--- src/rtl/dec8b10b_defs.sv ---
// Shared definitions for the 10b/8b decoder: word-sync states, comma codes and
// sub-block disparity classes with the helpers that apply the running-disparity rule.
package dec8b10b_defs;

  typedef enum logic [1:0] {
    SIN_SINC = 2'd0,
    ADQ      = 2'd1,
    SINC     = 2'd2
  } sync_state_t;

  localparam logic [9:0] K28_5_NEG  = 10'b0011111010;
  localparam logic [9:0] K28_5_POS  = 10'b1100000101;
  localparam logic [5:0] K28_6B_NEG = 6'b001111;
  localparam logic [5:0] K28_6B_POS = 6'b110000;

  // BALP/BALN are balanced sub-blocks (111000, 1100 / 000111, 0011) that are
  // still only legal at one running disparity.
  typedef enum logic [2:0] {
    SD_BAL  = 3'd0,
    SD_POS2 = 3'd1,
    SD_NEG2 = 3'd2,
    SD_BALP = 3'd3,
    SD_BALN = 3'd4
  } sub_disp_t;

  function automatic sub_disp_t disp_4b(input logic [3:0] c);
    sub_disp_t d;
    d = SD_BAL;
    case ($countones(c))
      3: d = SD_POS2;
      1: d = SD_NEG2;
      2: begin
        if (c == 4'b1100) d = SD_BALP;
        else if (c == 4'b0011) d = SD_BALN;
      end
      default: d = SD_BAL;
    endcase
    return d;
  endfunction

  function automatic logic disp_violation(input sub_disp_t d, input logic rd);
    return (rd && (d == SD_POS2 || d == SD_BALP)) ||
           (!rd && (d == SD_NEG2 || d == SD_BALN));
  endfunction

  // An unbalanced sub-block always leaves RD equal to its own sign, which also
  // covers the forced-RD case after a violation.
  function automatic logic rd_after(input sub_disp_t d, input logic rd);
    logic r;
    r = rd;
    if (d == SD_POS2) r = 1'b1;
    else if (d == SD_NEG2) r = 1'b0;
    return r;
  endfunction

endpackage

--- src/rtl/dec_6b5b.sv ---
// Combinational 6b (abcdei) to 5b (EDCBA) lookup with validity, sub-block
// disparity class and K28 detection.
module dec_6b5b
  import dec8b10b_defs::*;
(
  input  logic [5:0] code,
  output logic [4:0] data,
  output logic       valid,
  output sub_disp_t  disp,
  output logic       k28
);

  always_comb begin
    data  = 5'd0;
    valid = 1'b1;
    case (code)
      6'b100111, 6'b011000: data = 5'd0;
      6'b011101, 6'b100010: data = 5'd1;
      6'b101101, 6'b010010: data = 5'd2;
      6'b110001:            data = 5'd3;
      6'b110101, 6'b001010: data = 5'd4;
      6'b101001:            data = 5'd5;
      6'b011001:            data = 5'd6;
      6'b111000, 6'b000111: data = 5'd7;
      6'b111001, 6'b000110: data = 5'd8;
      6'b100101:            data = 5'd9;
      6'b010101:            data = 5'd10;
      6'b110100:            data = 5'd11;
      6'b001101:            data = 5'd12;
      6'b101100:            data = 5'd13;
      6'b011100:            data = 5'd14;
      6'b010111, 6'b101000: data = 5'd15;
      6'b011011, 6'b100100: data = 5'd16;
      6'b100011:            data = 5'd17;
      6'b010011:            data = 5'd18;
      6'b110010:            data = 5'd19;
      6'b001011:            data = 5'd20;
      6'b101010:            data = 5'd21;
      6'b011010:            data = 5'd22;
      6'b111010, 6'b000101: data = 5'd23;
      6'b110011, 6'b001100: data = 5'd24;
      6'b100110:            data = 5'd25;
      6'b010110:            data = 5'd26;
      6'b110110, 6'b001001: data = 5'd27;
      6'b001110:            data = 5'd28;
      6'b101110, 6'b010001: data = 5'd29;
      6'b011110, 6'b100001: data = 5'd30;
      6'b101011, 6'b010100: data = 5'd31;
      K28_6B_NEG, K28_6B_POS: data = 5'd28;
      default:              valid = 1'b0;
    endcase
  end

  always_comb begin
    disp = SD_BAL;
    case ($countones(code))
      4: disp = SD_POS2;
      2: disp = SD_NEG2;
      3: begin
        if (code == 6'b111000) disp = SD_BALP;
        else if (code == 6'b000111) disp = SD_BALN;
      end
      default: disp = SD_BAL;
    endcase
  end

  assign k28 = (code == K28_6B_NEG) || (code == K28_6B_POS);

endmodule

--- src/rtl/decoder_10b8b.sv ---
// 10b/8b decoder with running-disparity tracking and comma-based word sync.
// Optional saturating word-error counter enabled by `define DEC_CONT_ERR_EN.
module decoder_10b8b
  import dec8b10b_defs::*;
#(
  parameter int ERR_PERDIDA = 3,
  parameter int COMAS_SINC  = 3,
  parameter int ANCHO_CONT  = 16
) (
  input  logic                  clk,
  input  logic                  rst,
  input  logic                  enb,
  input  logic [9:0]            entradas,
  output logic [7:0]            salidas,
  output logic                  K,
  output logic                  valido,
  output logic                  err_codigo,
  output logic                  err_disp,
  output logic                  rd,
  output logic                  sincronizado,
  output logic [ANCHO_CONT-1:0] cont_err
);

  localparam int CW_C = $clog2(COMAS_SINC + 1);
  localparam int CW_E = $clog2(ERR_PERDIDA + 1);
  localparam logic [CW_C-1:0] COMAS_LIM = CW_C'(COMAS_SINC);
  localparam logic [CW_E-1:0] ERR_LIM   = CW_E'(ERR_PERDIDA);

  logic [5:0] six;
  logic [3:0] four_raw;
  logic [3:0] four_eff;
  logic [4:0] data5;
  logic       valid6;
  sub_disp_t  disp6;
  sub_disp_t  disp4;
  logic       k28;
  logic [2:0] hgf;
  logic       valid4;
  logic       a7;
  logic       a7_data;
  logic       k_ext;
  logic       a7_bad;
  logic       k_dec;
  logic       err_cod;
  logic       err_dsp;
  logic       word_err;
  logic       comma;
  logic       rd_mid;
  logic       rd_new;

  logic [7:0] salidas_reg;
  logic       k_reg;
  logic       valido_reg;
  logic       err_codigo_reg;
  logic       err_disp_reg;
  logic       rd_reg;

  sync_state_t     state_reg, state_next;
  logic [CW_C-1:0] comma_cnt_reg, comma_cnt_next;
  logic [CW_E-1:0] err_cnt_reg, err_cnt_next;

  assign six      = entradas[9:4];
  assign four_raw = entradas[3:0];

  dec_6b5b u_dec_6b5b (
    .code  (six),
    .data  (data5),
    .valid (valid6),
    .disp  (disp6),
    .k28   (k28)
  );

  // K28 in its RD+ form is the bitwise complement of the RD- form, so its
  // 4b part is complemented before the shared lookup.
  assign four_eff = (k28 && disp6 == SD_NEG2) ? ~four_raw : four_raw;

  always_comb begin
    hgf    = 3'd0;
    valid4 = 1'b1;
    a7     = 1'b0;
    case (four_eff)
      4'b1011, 4'b0100: hgf = 3'd0;
      4'b1001:          hgf = 3'd1;
      4'b0101:          hgf = 3'd2;
      4'b1100, 4'b0011: hgf = 3'd3;
      4'b1101, 4'b0010: hgf = 3'd4;
      4'b1010:          hgf = 3'd5;
      4'b0110:          hgf = 3'd6;
      4'b1110, 4'b0001: hgf = 3'd7;
      4'b0111, 4'b1000: begin
        hgf = 3'd7;
        a7  = 1'b1;
      end
      default:          valid4 = 1'b0;
    endcase
  end

  // The alternate x.7 form is legal only after the six data codes that need
  // it for run length, or after a 6b code that can start a K character.
  assign a7_data = data5 inside {5'd11, 5'd13, 5'd14, 5'd17, 5'd18, 5'd20};
  assign k_ext   = data5 inside {5'd23, 5'd27, 5'd29, 5'd30};
  assign a7_bad  = a7 && !(k28 || a7_data || k_ext);
  assign k_dec   = k28 || (a7 && k_ext);
  assign err_cod = !valid6 || !valid4 || a7_bad;

  assign disp4   = disp_4b(four_raw);
  assign rd_mid  = rd_after(disp6, rd_reg);
  assign rd_new  = rd_after(disp4, rd_mid);
  assign err_dsp = !err_cod &&
                   (disp_violation(disp6, rd_reg) || disp_violation(disp4, rd_mid));
  assign word_err = err_cod || err_dsp;

  // abcdeif = 0011111 / 1100000 only occurs in K28.1, K28.5 and K28.7.
  assign comma = !word_err &&
                 (entradas[9:3] == K28_5_NEG[9:3] || entradas[9:3] == K28_5_POS[9:3]);

  always_ff @(posedge clk) begin
    if (rst) begin
      salidas_reg    <= 8'h00;
      k_reg          <= 1'b0;
      valido_reg     <= 1'b0;
      err_codigo_reg <= 1'b0;
      err_disp_reg   <= 1'b0;
      rd_reg         <= 1'b0;
    end else begin
      valido_reg <= enb;
      if (enb) begin
        err_codigo_reg <= err_cod;
        err_disp_reg   <= err_dsp;
        if (err_cod) begin
          salidas_reg <= 8'h00;
          k_reg       <= 1'b0;
        end else begin
          salidas_reg <= {hgf, data5};
          k_reg       <= k_dec;
          rd_reg      <= rd_new;
        end
      end else begin
        err_codigo_reg <= 1'b0;
        err_disp_reg   <= 1'b0;
      end
    end
  end

  always_ff @(posedge clk) begin
    if (rst) begin
      state_reg     <= SIN_SINC;
      comma_cnt_reg <= '0;
      err_cnt_reg   <= '0;
    end else begin
      state_reg     <= state_next;
      comma_cnt_reg <= comma_cnt_next;
      err_cnt_reg   <= err_cnt_next;
    end
  end

  always_comb begin
    state_next     = state_reg;
    comma_cnt_next = comma_cnt_reg;
    err_cnt_next   = err_cnt_reg;
    if (enb) begin
      case (state_reg)
        SIN_SINC: begin
          if (comma) begin
            comma_cnt_next = CW_C'(1);
            err_cnt_next   = '0;
            state_next     = (COMAS_LIM <= CW_C'(1)) ? SINC : ADQ;
          end
        end
        ADQ: begin
          if (word_err) begin
            state_next     = SIN_SINC;
            comma_cnt_next = '0;
          end else if (comma) begin
            comma_cnt_next = comma_cnt_reg + CW_C'(1);
            if (comma_cnt_next == COMAS_LIM) begin
              state_next   = SINC;
              err_cnt_next = '0;
            end
          end
        end
        SINC: begin
          if (word_err) begin
            err_cnt_next = err_cnt_reg + CW_E'(1);
            if (err_cnt_next == ERR_LIM) begin
              state_next     = SIN_SINC;
              err_cnt_next   = '0;
              comma_cnt_next = '0;
            end
          end else begin
            err_cnt_next = '0;
          end
        end
        default: begin
          state_next     = SIN_SINC;
          comma_cnt_next = '0;
          err_cnt_next   = '0;
        end
      endcase
    end
  end

`ifdef DEC_CONT_ERR_EN
  logic [ANCHO_CONT-1:0] cont_reg;

  always_ff @(posedge clk) begin
    if (rst) begin
      cont_reg <= '0;
    end else if (enb && word_err && cont_reg != {ANCHO_CONT{1'b1}}) begin
      cont_reg <= cont_reg + ANCHO_CONT'(1);
    end
  end

  assign cont_err = cont_reg;
`else
  assign cont_err = '0;
`endif

  assign salidas      = salidas_reg;
  assign K            = k_reg;
  assign valido       = valido_reg;
  assign err_codigo   = err_codigo_reg;
  assign err_disp     = err_disp_reg;
  assign rd           = rd_reg;
  assign sincronizado = (state_reg == SINC);

endmodule

--- config.mk ---
export PLATFORM = sky130hd
export DESIGN_NAME = decoder_10b8b
export DESIGN_NICKNAME = d
export VERILOG_FILES = /design/src/rtl/dec8b10b_defs.sv /design/src/rtl/dec_6b5b.sv /design/src/rtl/decoder_10b8b.sv
export SDC_FILE = /design/constraint.sdc
export NUM_CORES = 1
export LEC_CHECK = 0
export BUFFER_PORTS_ARGS = -buffer_cell sky130_fd_sc_hd__buf_4
export CAP_MARGIN = 20
export CORE_MARGIN = 5
export CORE_UTILIZATION = 42
export DETAILED_ROUTE_END_ITERATION = 7
export GPL_ROUTABILITY_DRIVEN = 0
export SLEW_MARGIN = 20
export SYNTH_ARGS = -nofsm -noshare
export SYNTH_HDL_FRONTEND = slang
export SYNTH_SLANG_ARGS = --single-unit
export TNS_END_PERCENT = 50
--- constraint.sdc ---
create_clock -name clk -period 5.1 [get_ports clk]
set_input_delay 1.275 -clock clk [delete_from_list [all_inputs] [get_ports clk]]
set_output_delay 1.275 -clock clk [all_outputs]
set_load 0.05 [all_outputs]
==> results of run 1 <==
worst paths after layout:
kind	to	cells past startpoint	from	slack (ns)
worst min register to register	salidas[2]	2	salidas[2]	0.47
worst min-delay path	salidas[2]	2	salidas[2]	0.47
worst max register to register	state_reg[0]	8	rd	2.91
worst max-delay path	comma_cnt_reg[0]	16	entradas[4]	0.67
power by group:
| part | switching (mW) | leakage, nW | internal (mW) |
|---|---|---|---|
| Clock | 0.0466 | 0.0228 | 0.0554 |
| Combinational | 0.179 | 0.895 | 0.0911 |
| Sequential | 0.00411 | 0.154 | 0.155 |
| Total | 0.230 | 1.07 | 0.302 |
routing by layer:
metal | share of wire [%] | routed length (µm) | track usage (%) | up-vias
met5 | 0 | 0 | 0 | -
met4 | 1.9 | 106 | 4.46 | 0
met3 | 7.3 | 408 | 3.59 | 12
met2 | 45 | 2540 | 23.6 | 98
met1 | 46 | 2550 | 20.7 | 1009
li1 | - | - | - | 1125
metrics by stage:
step	power, mW	cell area (µm²)	utilization, %
finish	0.532	2530	46.3
global route	0.569	2530	46.3
floorplan	0.388	2420	-
detailed placement	0.431	2490	45.5
CTS	0.534	2530	46.3
global placement	0.429	2490	45.5
cell usage in the layout, fill, tap and decap left out, types with 5 or more instances in the layout:
cell                       synthesis  routed
sky130_fd_sc_hd__a21oi_1          21      21
sky130_fd_sc_hd__nor4_1            5       5
sky130_fd_sc_hd__nand3_1          20      20
sky130_fd_sc_hd__o211ai_1          6       6
sky130_fd_sc_hd__nor2_1           13      13
sky130_fd_sc_hd__o21ai_0           8       8
sky130_fd_sc_hd__nand2b_1         16      16
sky130_fd_sc_hd__nand4_1           8       8
sky130_fd_sc_hd__dfxtp_1          19      19
sky130_fd_sc_hd__inv_1            23      23
sky130_fd_sc_hd__nand2_1          30      30
sky130_fd_sc_hd__a22oi_1           6       6
sky130_fd_sc_hd__buf_4            16      28
sky130_fd_sc_hd__conb_1            1      16
sky130_fd_sc_hd__ha_1             20      20
layout make-up:
cell class	count	share of cell area, %
Clock buffer	4	1.78
Inverter	24	3.55
Multi-Input combinational cell	246	67.8
Tap cell	72	3.55
Timing Repair Buffer	28	8.29
Sequential cell	19	15.0
worst min-delay path, cell delays in order, from the launching register on:
cell and delay, ns:
sky130_fd_sc_hd__dfxtp_1 0.31, sky130_fd_sc_hd__nand2b_1 0.06, sky130_fd_sc_hd__a21oi_1 0.05
cell families (layout without fill, tap and decap cells):
| group | Yosys count | count (layout) | share of synthesized area [%] |
|---|---|---|---|
| and+or+nand+nor | 113 | 113 | 25.8 |
| AOI/OAI and AO/OA | 89 | 89 | 28.8 |
| buffers and inverters | 61 | 56 | 13.6 |
| adders and majority gates | 23 | 23 | 13.1 |
| DFF | 19 | 19 | 16.1 |
| muxes | 4 | 4 | 1.69 |
| other | 1 | 16 | 0.159 |
| xor gates and xnor gates | 1 | 1 | 0.688 |
==> results.txt, run 1 <==
----------------------------------------------------
[Timing]
  Final Hold Slack ... approximately 0.47 ns
  Achievable frequency ... 0.226 GHz
  Clock Skew ... 0.000491 ns
  Relative slew margins ... 36.3%
  Final hold viol count ... 0
  Final critical delay including setup and external delays ... roughly 4.4 ns
  Endpoints failing setup ... 0
  Setup repair after global routing missed its margin ... false
  Total Negative Setup Slacks ... 0 ns
  Worst Tran Pin Value ... around 0.94 ns
  Final worst slack ... about 0.67 ns
  Final period utilization ... 86.9%
  Final slew viol count ... 0

[Die]
  Number of rows created at floorplan ... 27
  Die outline height ... between 80 and 90 µm
  DIE AREA ... about 7200 µm²
  Width of the die ... between 80 and 90 µm
  Number of top-level pins ... between 40 and 50
  Initial core utilization ... between 40% and 50%
  CORE AREA ... roughly 5500 µm²

[Setup path]
  Cells along the critical path ... buf_4, ha_1, inv_1, fa_1, inv_1, ha_1, inv_1, ha_1, a21oi_1, o2bb2ai_1, mux2i_1, o311a_1, o211a_1, o21ai_4, mux2i_1, mux2i_1
  Type of origin of the critical path ... primary input
  Largest delay share family, worst path ... adder cells
  Arrival time at the worst endpoint ... roughly 4.6 ns
  Maximum single-stage delay on the critical path ... ~0.55 ns
  Critical path capture point type ... register
  Worst path slowest cell ... sky130_fd_sc_hd__fa_1
  Worst setup path category ... in2reg
  Buffers plus inverters on the worst setup path ... 4
  Worst Path Max Fanout ... 9
  Critical path data required time ... 5.28 ns

[Clock tree]
  Cts bufs inserted ... 3
  TritonCTS clock tree ... built
  Number of buffers inserted by post-CTS setup repair ... 0
  Post-CTS Resized ... 0
  Depth of the CTS H-tree ... 1
  Clock Path Buffers ... 2
  Total clock sinks ... 19
  Root Buffer ... sky130_fd_sc_hd__clkbuf_8
  Clock-pin slew on the worst setup and hold paths ... about 0.070 ns
  Worst skew pair latency ... between 0.2 and 0.3 ns
  Number of buffers inserted by hold repair at cts ... 0

[Finish]
  Area of all sequential standard cells ... between 300 and 400 µm²
  Antenna fix cells ... 0
  NumNets Final ... roughly 360
  Share of post-route cells with drive strength above 1 ... between 10% and 20%
  Final-layout fill cell count ... 564
  Largest register FFs ... 8
  Footprint of the multi-input gates ... 1720 µm²
  Non-Filler Instances ... around 400
  Area added between synthesis and finish ... 7.20%

[GRT]
  Global-route wire length before repair ... approximately 9.3 mm
  Gr usage total ... ~15%
  Sum of overflow across all layers after global routing ... 0
  Initial antenna violation count ... 0
  Pin count of the biggest net entering global routing ... 27
  Vias in the first global route ... 2006

[Synth]
  Portion of the post-synthesis area used by sequential elements ... between 10% and 20%
  Cell area after synthesis ... between 2000 and 2500 µm²
  Post-synth top flop ... sky130_fd_sc_hd__dfxtp_1
  Number of distinct library cells after synthesis ... 64
  Synth async-reset ratio ... 0%
  Most frequent cell after synthesis ... sky130_fd_sc_hd__nand2_1
  Number of instances in the synthesized netlist ... 311
  Most instantiated cells after synthesis ... 30 x sky130_fd_sc_hd__nand2_1, 23 x sky130_fd_sc_hd__inv_1, 21 x sky130_fd_sc_hd__a21oi_1
  #FFs+latches synth ... 19
  Count of flip-flops with a built-in enable after synthesis ... 0
  Avg Cell Area, Syn ... between 7 and 8 µm²
  Area contributors post-synth ... sky130_fd_sc_hd__dfxtp_1 16%, sky130_fd_sc_hd__ha_1 11%, sky130_fd_sc_hd__buf_4 5.1%
  Cell type with the largest total area after synthesis ... sky130_fd_sc_hd__dfxtp_1
  Proportion of netlist area held by the largest area contributor ... approximately 16%
  Synthesis Warnings ... 0

[Routing]
  Via total after detailed routing ... between 2k and 2.5k
  Aggregate routed wire length ... roughly 5.6 mm
  Average detailed-routed wire length per instance ... 14.3 µm
  Router iterations before antenna repair ... 4
  Average vias per placed instance ... approximately 5.7
  DRT antenna net count ... 0
  Detailed Route Iter0 Violations ... 208
  DR DRC count ... 0

[Power and ir drop]
  Leak ... 1.07 nW
  Power per unit of standard cell area ... approximately 210 nW/µm²
  Largest vdd supply drop ... approximately 0.12 mV

[Min path]
  Type of the most critical hold path ... reg2reg

[Placed design]
  Placed instance count ... around 400
  Count of input and output buffers ... 26
  Worst slack, placed ... slightly above 0.4 ns
  Total half-perimeter wirelength after legalization and detailed placement ... 4.23 mm

[Run status]
  Run status ... finished clean

[Flow run]
  Count of maximum capacitance violations ... 0

----------------------------------------------------
No activity file was read; power rests on OpenSTA's default activity.
==> inputs of run 2 (changes only) <==
Settings changed: ABC_AREA from default to 1.
==> run 2 against run 1 <==
Combinational power increased by 22%. Critical path depth increased by 8. Core utilization decreased by 1.5 points. Design area increased by 19%. Via count increased by 25%. Largest cell class unchanged. Clock skew about the same. Clock-buffer cell count decreased by 1. Synthesized cell count increased by 49%. First-iteration DRC count decreased by 21%. Worst setup slack got worse by 0.17 ns.
==> results.txt, run 2 <==
----------------------------------------------------
[Routing]
  Via total after detailed routing ... approximately 2.8k
  Router iterations before antenna repair ... 4
  DR DRC count ... 0
  Average vias per placed instance ... 5.02
  Detailed Route Iter0 Violations ... between 150 and 200
  DRT antenna net count ... 0
  Average detailed-routed wire length per instance ... around 12 µm
  Aggregate routed wire length ... 6.83 mm

[Power and ir drop]
  Largest vdd supply drop ... ~0.11 mV
  Leak ... about 1.7 nW
  Power per unit of standard cell area ... just over 200 nW/µm²

[GRT]
  Initial antenna violation count ... 0
  Pin count of the biggest net entering global routing ... 15
  Sum of overflow across all layers after global routing ... 0
  Vias in the first global route ... between 2k and 3k
  Gr usage total ... ~16%
  Global-route wire length before repair ... 11.7 mm

[Setup path]
  Termination of the worst setup path ... rd
  Terminus of the critical flop-to-flop path ... state_reg[1]
  Type of origin of the critical path ... primary input
  Arrival time at the worst endpoint ... between 4 and 5 ns
  Worst Reg-to-Reg Cells ... 10
  Critical path capture point type ... register
  Worst setup path startpoint ... entradas[4]
  Internal reg-to-reg setup slack ... 3.05 ns
  Startpoint of the worst-slack reg-to-reg timing path ... rd
  Critical path data required time ... 5.26 ns
  Worst setup path category ... in2reg
  Worst Path Max Fanout ... 11

[Clock tree]
  Clock Path Buffers ... 2
  Cts bufs inserted ... 3
  Number of buffers inserted by hold repair at cts ... 0
  Post-CTS Resized ... 0
  Worst skew pair latency ... around 0.26 ns
  Number of buffers inserted by post-CTS setup repair ... 0
  TritonCTS clock tree ... built
  Clock-pin slew on the worst setup and hold paths ... roughly 0.08 ns
  Total clock sinks ... 19
  Depth of the CTS H-tree ... 1
  Root Buffer ... sky130_fd_sc_hd__clkbuf_8

[Die]
  CORE AREA ... approximately 6700 µm²
  DIE AREA ... ~8500 µm²
  Width of the die ... just over 90 µm
  Die outline height ... about 92 µm
  Number of rows created at floorplan ... 30
  Initial core utilization ... roughly 42%
  Number of top-level pins ... between 40 and 50

[Synth]
  Number of distinct library cells after synthesis ... slightly above 40
  Count of flip-flops with a built-in enable after synthesis ... 0
  Synth async-reset ratio ... 0%
  Number of instances in the synthesized netlist ... approximately 460
  Cell type with the largest total area after synthesis ... sky130_fd_sc_hd__nand2_1
  Synthesis Warnings ... 0
  #FFs+latches synth ... 19
  Most frequent cell after synthesis ... sky130_fd_sc_hd__nand2_1
  Avg Cell Area, Syn ... roughly 6 µm²
  Proportion of netlist area held by the largest area contributor ... between 10 and 15%
  Portion of the post-synthesis area used by sequential elements ... between 10% and 20%
  Most instantiated cells after synthesis ... 104 x sky130_fd_sc_hd__nand2_1, 58 x sky130_fd_sc_hd__nand3_1, 57 x sky130_fd_sc_hd__inv_1, 57 x sky130_fd_sc_hd__nor2_1, 22 x sky130_fd_sc_hd__buf_4
  Post-synth top flop ... sky130_fd_sc_hd__dfxtp_1
  Cell area after synthesis ... 2860 µm²
  Area contributors post-synth ... sky130_fd_sc_hd__nand2_1 14%, sky130_fd_sc_hd__dfxtp_1 13%, sky130_fd_sc_hd__nand3_1 10%

[Timing]
  Achievable frequency ... roughly 0.22 GHz
  Worst Tran Pin Value ... 0.632 ns
  Final hold viol count ... 0
  Setup repair after global routing missed its margin ... false
  Endpoints failing setup ... 0
  Relative slew margins ... 57.7%
  Final worst slack ... ~0.50 ns
  Final Hold Slack ... approximately 0.47 ns
  Final slew viol count ... 0
  Total Negative Setup Slacks ... 0 ns
  Clock Skew ... ~0.00053 ns
  Final period utilization ... approximately 90%
  Final critical delay including setup and external delays ... around 4.6 ns

[Finish]
  Finished Cell Area ... about 3000 µm²
  Largest register FFs ... 8
  NumNets Final ... 515
  Share of post-route cells with drive strength above 1 ... between 10% and 20%
  Area added between synthesis and finish ... 5.48%
  Antenna fix cells ... 0
  Most common cell after layout, fill and taps aside ... sky130_fd_sc_hd__nand2_1
  Non-Filler Instances ... between 500 and 600
  Final-layout fill cell count ... 737
  Commonest non-fill, non-tap cells in the layout ... 104 x sky130_fd_sc_hd__nand2_1, 58 x sky130_fd_sc_hd__nand3_1, 57 x sky130_fd_sc_hd__inv_1, 57 x sky130_fd_sc_hd__nor2_1, 29 x sky130_fd_sc_hd__buf_4

[Min path]
  Type of the most critical hold path ... reg2reg

[Placed design]
  Placement Cell Area ... 2970 µm²
  Count of input and output buffers ... 26
  Total half-perimeter wirelength after legalization and detailed placement ... roughly 5.6 mm
  Worst slack, placed ... 0.218 ns
  Placed instance count ... about 550

[Flow run]
  Count of maximum capacitance violations ... 0

[Run status]
  Run status ... finished clean

----------------------------------------------------
==> run 2: kinds of logic (layout without fill, tap and decap cells) <==
kind of cell	after synthesis	count (layout)	share of synthesized area, %
and+or+nand+nor	281	281	48.4
buffers and inverters	97	97	17.7
AOI/OAI and AO/OA	42	42	9.60
adders and majority gates	23	23	10.9
DFF	19	19	13.3
other	1	16	0.131
==> run 2: layout make-up <==
cell class | count | area [µm²] | area share, %
Timing Repair Buffer | 29 | 218 | 7.23
Sequential cell | 19 | 380 | 12.6
Clock buffer | 3 | 41.3 | 1.37
Clock inverter | 1 | 5.00 | 0.166
Inverter | 64 | 240 | 7.98
Multi-Input combinational cell | 362 | 2030 | 67.3
Tap cell | 80 | 100 | 3.32
==> run 2: routing by layer <==
metal  track usage (%)  vias to the layer above  part of all wire (%)
li1                  -                     1479                     -
met1              22.2                     1248                    48
met2              27.3                       72                    47
met3              2.68                        2                   4.6
met4              1.86                        0                  0.38
met5                 0                        -                     0
==> run 2: how the worst min path moves through the flow <==
stage	startpoint	endpoint	slack (ns)	depth (start not counted)
2_1_floorplan	comma_cnt_reg[0]	comma_cnt_reg[0]	0.44	2
3_3_place_gp	comma_cnt_reg[0]	comma_cnt_reg[0]	0.45	2
3_5_place_dp	salidas[0]	salidas[0]	0.46	2
4_1_cts	salidas[0]	salidas[0]	0.47	2
5_1_grt	salidas[7]	salidas[7]	0.50	2
6_report	salidas[0]	salidas[0]	0.47	2
==> run 2: critical path, cell delays in order <==
cell                      delay (ns)
sky130_fd_sc_hd__buf_4          0.10
sky130_fd_sc_hd__ha_1           0.41
sky130_fd_sc_hd__inv_1          0.12
sky130_fd_sc_hd__fa_1           0.55
sky130_fd_sc_hd__inv_1          0.04
sky130_fd_sc_hd__ha_1           0.18
sky130_fd_sc_hd__inv_1          0.05
sky130_fd_sc_hd__ha_1           0.13
sky130_fd_sc_hd__inv_1          0.05
sky130_fd_sc_hd__nor2_2         0.15
sky130_fd_sc_hd__nand2_2        0.13
sky130_fd_sc_hd__nand2_1        0.10
sky130_fd_sc_hd__nand2_2        0.06
sky130_fd_sc_hd__nand2_1        0.11
sky130_fd_sc_hd__nand2_2        0.08
sky130_fd_sc_hd__nand2_2        0.07
sky130_fd_sc_hd__nor2_2         0.04
sky130_fd_sc_hd__nand2_2        0.08
sky130_fd_sc_hd__nor2_4         0.04
sky130_fd_sc_hd__nand2_4        0.09
sky130_fd_sc_hd__nand2_1        0.07
sky130_fd_sc_hd__nor2_1         0.49
sky130_fd_sc_hd__o21ai_0        0.20
sky130_fd_sc_hd__o211a_1        0.15
==> run 2: through the flow <==
stage	util, %	total power, mW
after floorplan	-	0.449
after global placement	44.1	0.504
after detailed placement	44.1	0.507
after CTS	44.8	0.615
after global routing	44.8	0.660
final	44.8	0.609
==> run 2: where the power goes <==
group          internal, mW  switching (mW)  total, mW
combinational        0.0989           0.231      0.330
sequential            0.163         0.00999      0.173
clock                0.0543          0.0518      0.106
